## src/rtl/vend_pkg.sv

```systemverilog
// vend_pkg: state encoding and price/select helpers shared by the vending controller.
package vend_pkg;

    typedef enum logic [1:0] {
        ST_IDLE     = 2'd0,
        ST_CREDIT   = 2'd1,
        ST_DISPENSE = 2'd2,
        ST_CHANGE   = 2'd3
    } state_t;

    // Prices arrive packed into at most 8 products of at most 8 bits each.
    function automatic logic [7:0] price_of(input logic [63:0] prices, input int w, input logic [2:0] idx);
        return 8'(prices >> (int'(idx) * w)) & 8'((16'd1 << w) - 16'd1);
    endfunction

    function automatic logic [2:0] lowest_set(input logic [7:0] sel);
        logic [2:0] r;
        r = '0;
        for (int i = 7; i >= 0; i--) if (sel[i]) r = 3'(i);
        return r;
    endfunction

    function automatic bit cfg_ok(input logic [63:0] prices, input int n, input int w, input int max_credit);
        bit ok;
        ok = n >= 1 && n <= 8 && w >= 1 && w <= 8 && max_credit >= 1 && max_credit < (1 << w);
        for (int i = 0; i < 8; i++)
            if (i < n && (int'(price_of(prices, w, 3'(i))) < 1 || int'(price_of(prices, w, 3'(i))) > max_credit))
                ok = 1'b0;
        return ok;
    endfunction

endpackage

```

## src/rtl/vend_timeout_timer.sv

```systemverilog
// vend_timeout_timer: counts consecutive enabled, uncleared cycles and flags the last one.
module vend_timeout_timer #(
    parameter int TIMEOUT_CYC = 1024
) (
    input  logic clk,
    input  logic rst,
    input  logic clr_i,
    input  logic en_i,
    output logic expire_o
);

    localparam int CW = $clog2(TIMEOUT_CYC + 1);

    logic [CW-1:0] count_q, count_d;

    assign count_d  = (clr_i || !en_i) ? '0 : count_q + CW'(1);
    assign expire_o = en_i && !clr_i && count_q == CW'(TIMEOUT_CYC - 1);

    always_ff @(posedge clk or posedge rst)
        if (rst) count_q <= '0;
        else     count_q <= count_d;

endmodule

```

## src/rtl/vend_ctrl_multi.sv

```systemverilog
// vend_ctrl_multi: parametrised Moore vending controller with refund and unit change return.
// Define VEND_TIMEOUT_EN to auto-refund after TIMEOUT_CYC idle cycles holding credit.
module vend_ctrl_multi
    import vend_pkg::*;
#(
    parameter int                         N_PROD      = 4,
    parameter int                         CREDIT_W    = 4,
    parameter int                         MAX_CREDIT  = 9,
    parameter logic [N_PROD*CREDIT_W-1:0] PRICES      = {4'd5, 4'd3, 4'd2, 4'd1},
    parameter int                         TIMEOUT_CYC = 1024
) (
    input  logic                clk,
    input  logic                rst,
    input  logic                i_coin,
    input  logic [N_PROD-1:0]   i_sel,
    input  logic                i_refund,
    output logic [N_PROD-1:0]   o_led,
    output logic [N_PROD-1:0]   o_dispense,
    output logic                o_change,
    output logic                o_coin_reject,
    output logic [CREDIT_W-1:0] o_credit
);

    localparam logic [63:0] PRICES64 = 64'(PRICES);
    localparam bit          CFG_OK   = cfg_ok(PRICES64, N_PROD, CREDIT_W, MAX_CREDIT) && TIMEOUT_CYC >= 1;

    if (!CFG_OK) begin : g_bad_cfg
        $error("vend_ctrl_multi: invalid parameters");
    end

    state_t              state_q, state_d;
    logic [CREDIT_W-1:0] credit_q, credit_d;
    logic [2:0]          idx_q, idx_d;
    logic                reject_q, reject_d;
    logic [2:0]          sel_idx;
    logic [CREDIT_W-1:0] sel_price;
    logic                sel_ok;
    logic                expire;

    assign sel_idx   = lowest_set(8'(i_sel));
    assign sel_price = CREDIT_W'(price_of(PRICES64, CREDIT_W, sel_idx));
    assign sel_ok    = (|i_sel) && credit_q >= sel_price;

`ifdef VEND_TIMEOUT_EN
    vend_timeout_timer #(
        .TIMEOUT_CYC(TIMEOUT_CYC)
    ) u_timer (
        .clk      (clk),
        .rst      (rst),
        .clr_i    (i_coin | i_refund | (|i_sel)),
        .en_i     (state_q == ST_CREDIT),
        .expire_o (expire)
    );
`else
    assign expire = 1'b0;
`endif

    // A coin is rejected unless the idle/credit path explicitly accepts it.
    always_comb begin
        state_d  = state_q;
        credit_d = credit_q;
        idx_d    = idx_q;
        reject_d = i_coin;
        case (state_q)
            ST_IDLE, ST_CREDIT: begin
                if (i_refund && credit_q != '0) begin
                    state_d = ST_CHANGE;
                end else if (sel_ok) begin
                    idx_d    = sel_idx;
                    credit_d = credit_q - sel_price;
                    state_d  = ST_DISPENSE;
                end else if (expire) begin
                    state_d = ST_CHANGE;
                end else if (i_coin && credit_q < CREDIT_W'(MAX_CREDIT)) begin
                    credit_d = credit_q + CREDIT_W'(1);
                    state_d  = ST_CREDIT;
                    reject_d = 1'b0;
                end
            end
            ST_DISPENSE: state_d = credit_q != '0 ? ST_CREDIT : ST_IDLE;
            default: begin
                credit_d = credit_q - CREDIT_W'(1);
                state_d  = credit_q == CREDIT_W'(1) ? ST_IDLE : ST_CHANGE;
            end
        endcase
    end

    always_ff @(posedge clk or posedge rst)
        if (rst) begin
            state_q  <= ST_IDLE;
            credit_q <= '0;
            idx_q    <= '0;
            reject_q <= 1'b0;
        end else begin
            state_q  <= state_d;
            credit_q <= credit_d;
            idx_q    <= idx_d;
            reject_q <= reject_d;
        end

    always_comb begin
        o_led = '0;
        for (int i = 0; i < N_PROD; i++)
            o_led[i] = (state_q == ST_IDLE || state_q == ST_CREDIT)
                       && credit_q >= CREDIT_W'(price_of(PRICES64, CREDIT_W, 3'(i)));
    end

    assign o_dispense    = state_q == ST_DISPENSE ? N_PROD'(1) << idx_q : '0;
    assign o_change      = state_q == ST_CHANGE;
    assign o_coin_reject = reject_q;
    assign o_credit      = credit_q;

endmodule
```

## config.mk

```make
export PLATFORM = sky130hd
export DESIGN_NAME = vend_ctrl_multi
export DESIGN_NICKNAME = d
export VERILOG_FILES = /design/src/rtl/vend_pkg.sv /design/src/rtl/vend_timeout_timer.sv /design/src/rtl/vend_ctrl_multi.sv
export SDC_FILE = /design/constraint.sdc
export NUM_CORES = 1
export LEC_CHECK = 0
export CAP_MARGIN = 30
export CORE_UTILIZATION = 50
export DETAILED_ROUTE_END_ITERATION = 12
export PLACE_DENSITY = 0.78
export SYNTH_ARGS = -nofsm -noshare
export SYNTH_HDL_FRONTEND = slang
export SYNTH_HIERARCHICAL = 1
export SYNTH_SLANG_ARGS = --single-unit
```

## constraint.sdc

```tcl
create_clock -name clk -period 3.89 [get_ports clk]
set_clock_uncertainty 0.15 [all_clocks]
set_input_delay 0.778 -clock clk [delete_from_list [all_inputs] [get_ports clk]]
set_output_delay 0.778 -clock clk [all_outputs]
set_load 0.02 [all_outputs]
```

==> summary.txt <==
Global route
  – First-pass GRT wire length: 3490 um
  – GRT Resource Usage Total: between 20 and 25%
  – Largest net degree at the start of global routing: 18
  – Global route overflow: 0
  – Initial antenna violation count: 0
  – Vias in the first global route: 794

Setup path
  – Max incr delay on CP: 420 ps
  – Critical path fanouts, max: 4
  – Reg2Reg Depth: 9
  – Stages on the worst setup path: 13
  – R2R Path End: o_credit[2]$_DFFE_PP0P_
  – Flop2flop setup slack: ~1400 ps
  – Worst reg2reg startpoint: o_credit[0]$_DFFE_PP0P_
  – CP Buf/Inv Count: 3
  – Worst setup EP type: register
  – Critical path's top delay family: compound AO/OA/AOI/OAI gates
  – Crit path kind: in -> reg
  – Critical path origin: i_sel[1]
  – Data required, critical path: 3900 ps
  – Max stage delay cell, worst path: clkdlybuf4s50_1
  – CP startpoint kind: input pin
  – Critical Path AT: approximately 3500 ps
  – Critical-path cell list: clkdlybuf4s50_1, nor2_1, o21ai_0, ha_1, inv_1, ha_1, inv_1, fa_1, nand2_1, a32oi_1, o21ai_1, nand2_1, o211a_1

Min path
  – Worst Hold Endpoint: idx_q[1]$_DFFE_PP0P_
  – Hold path cells: 2
  – Hold WC Path Type: reg -> reg
  – Min-Delay Startpoint: idx_q[1]$_DFFE_PP0P_

Synth
  – Synth warn: 6
  – Synthesized flop and latch total: 9
  – Synth Instances: 107
  – Main combinational cell family by area after synthesis: simple AND/OR/NAND/NOR gates
  – Synth Area in Adders: ~16%
  – Synth area leader: dfrtp_1
  – Simple-Gate Fraction of Synth Area: between 20% and 30%
  – Mean post-synth cell area: about 8.4 um2
  – Xor-xnor portion of the synthesized cell area: 0%
  – Seq/Total Area, Yosys: approximately a quarter
  – Ranking of synthesized cells by area: dfrtp_1 25%, ha_1 14%, nand2_1 5.0%, inv_1 4.2%, nor2_1 3.8%
  – Mapped Area: roughly 900 um2
  – Synth top area share: between 20% and 30%
  – Compound-Gate Fraction of Synth Area: 20.9%
  – Multiplexer area fraction after synthesis: under 10%
  – Syn_nets: around 130
  – Distinct cell type count after synthesis: 36

Clock network
  – Root Buffer Master: clkbuf_4
  – CTS HTree Levels: 1
  – Clk pin slew, worst setup/hold paths: around 70 ps
  – CTS sink cnt: 9
  – Post_cts resized: 0
  – Post-CTS Setup Bufs: 0
  – Cts bufs inserted: 3
  – Clk Latency, worst-skew pair: 260 ps
  – Maximum clock path buffer count: 2
  – CTS tree: yes
  – Cts hold-fix bufs: 0

Final layout
  – Final Cell Area: around 1100 um2
  – Most common cell after layout, fill and taps aside: clkdlybuf4s50_1
  – Nets@finish: around 150
  – Area grow syn2layout: 27.3%
  – Core Util, Final: 71.7%
  – # diodes: 0
  – Most frequent cells in the layout: 21 x clkdlybuf4s50_1, 12 x nand2_1, 10 x inv_1, 10 x ha_1
  – Layout cells sized above 1: under 10%

Die
  – Die ar.: 1970 um2
  – Placeable Area: 1590 um2
  – Starting Density: 56.4%
  – Die H: 44.4 um
  – Die X: between 40 and 50 um
  – Io pins: 22
  – Std cell rows: 14

Job
  – Max-Cap Viols: 0

STA
  – Hold slack: between 400 and 500 ps
  – Final min period: around 3500 ps
  – Worst Max-Slew Pin Slew: between 500 and 600 ps
  – Endpoints failing hold: 0
  – Unrepaired setup endpoints after global routing: false
  – Slew Viols, Final: 0
  – Rel. slew slack: 62.9%
  – Setup tns final: 0 ps
  – Tcrit/Tclk final: between 80 and 90%
  – # setup viols final: 0
  – Highest Clock Rate: approximately 290 MHz

Routing
  – Residual DRC: 0
  – Routed wire length: about 2100 um
  – First-pass DRT Iterations: 6
  – DR vias/cell: 5.77
  – Initial drt markers: 31
  – Vias: between 800 and 900
  – Routed len/inst: 13.8 um
  – Routed Antenna Nets: 0

Power
  – Pwr Total: ~0.85 mW
  – Pwr dens: approximately 750 nW/um2
  – Leak: around 0.52 nW
  – Peak VDD IR: between 0.0004 and 0.0005 V

Run status
  – Status: complete, no violations

Placement
  – Port bufs: 21
  – Post-DP HPWL: approximately 1600 um
  – RePlAce Congestion: 0.864
  – DP Area: about 1100 um2
==> report_power, final <==
group / internal, mW / total [mW] / switching, mW
logic: 0.265 / 0.540 / 0.275
clock network: 0.0397 / 0.0753 / 0.0357
registers: 0.133 / 0.237 / 0.104
total: 0.437 / 0.852 / 0.415
==> synthesized netlist by cell type, drive strengths merged <==
library cell / count
fa: 1
a21o: 1
mux2i: 3
mux2: 4
nor4b: 1
a21boi: 2
a32oi: 3
a31oi: 1
and3: 1
nand2b: 1
o211a: 2
nand2: 12
inv: 10
nand3b: 1
clkbuf: 3
dfrtp: 9
and4b: 1
buf: 2
and2: 1
a211o: 2
nor4bb: 2
a21oi: 6
o31ai: 1
nor2: 9
or2: 1
nor3: 2
or3b: 1
a32o: 1
nor2b: 1
ha: 10
o21ai: 7
nand3: 4
nand4: 1
==> how the worst max path moves through the flow <==
| stage | slack (ps) | end |
|---|---|---|
| floorplan | 1000 | o_credit[2]$_DFFE_PP0P_ |
| global placement | 350 | o_credit[2]$_DFFE_PP0P_ |
| detailed placement | 250 | o_credit[2]$_DFFE_PP0P_ |
| CTS | 510 | o_credit[2]$_DFFE_PP0P_ |
| global route | 200 | o_credit[2]$_DFFE_PP0P_ |
| finish | 420 | o_credit[2]$_DFFE_PP0P_ |
==> layer usage <==
layer	GRT usage (%)	part of all wire [%]	up-vias	routed length, um
li1	-	-	422	-
met1	31.9	47	399	982
met2	37.4	44	41	915
met3	4.49	5.6	10	116
met4	13.9	3.5	0	72
met5	0	0	-	0
==> layout make-up <==
class,instances,area [um2]
Clock buffer,4,26.3
Multi-Input combinational cell,83,614
Timing Repair Buffer,21,210
Tap cell,24,30.0
Fill cell,134,450
Sequential cell,9,225
Inverter,10,37.5
==> through the flow <==
stage / cells / setup WS [ps]
floorplan: 107 / 997
global placement: 147 / 349
detailed placement: 147 / 248
CTS: 151 / 508
global route: 151 / 197
finish: 151 / 415
==> state kept, by name, indices dropped and copies added (netlist names) <==
| name | flops |
|---|---|
| o_credit | 4 |
| idx_q | 2 |
| state_q | 2 |
| o_coin_reject | 1 |
==> kinds of logic (layout without fill, tap and decap cells) <==
group	count (synthesis)	count (layout)
flops	9	9
mux	7	7
fa+ha+maj	11	11
buf+inv	15	35
simple gates	39	39
compound gates	26	26
==> worst min-delay path: stages, from the launching register on <==
cell	delay, ps
dfrtp_1	400
nand2_1	60
o21ai_0	70
(Power assumes the default switching activity.)
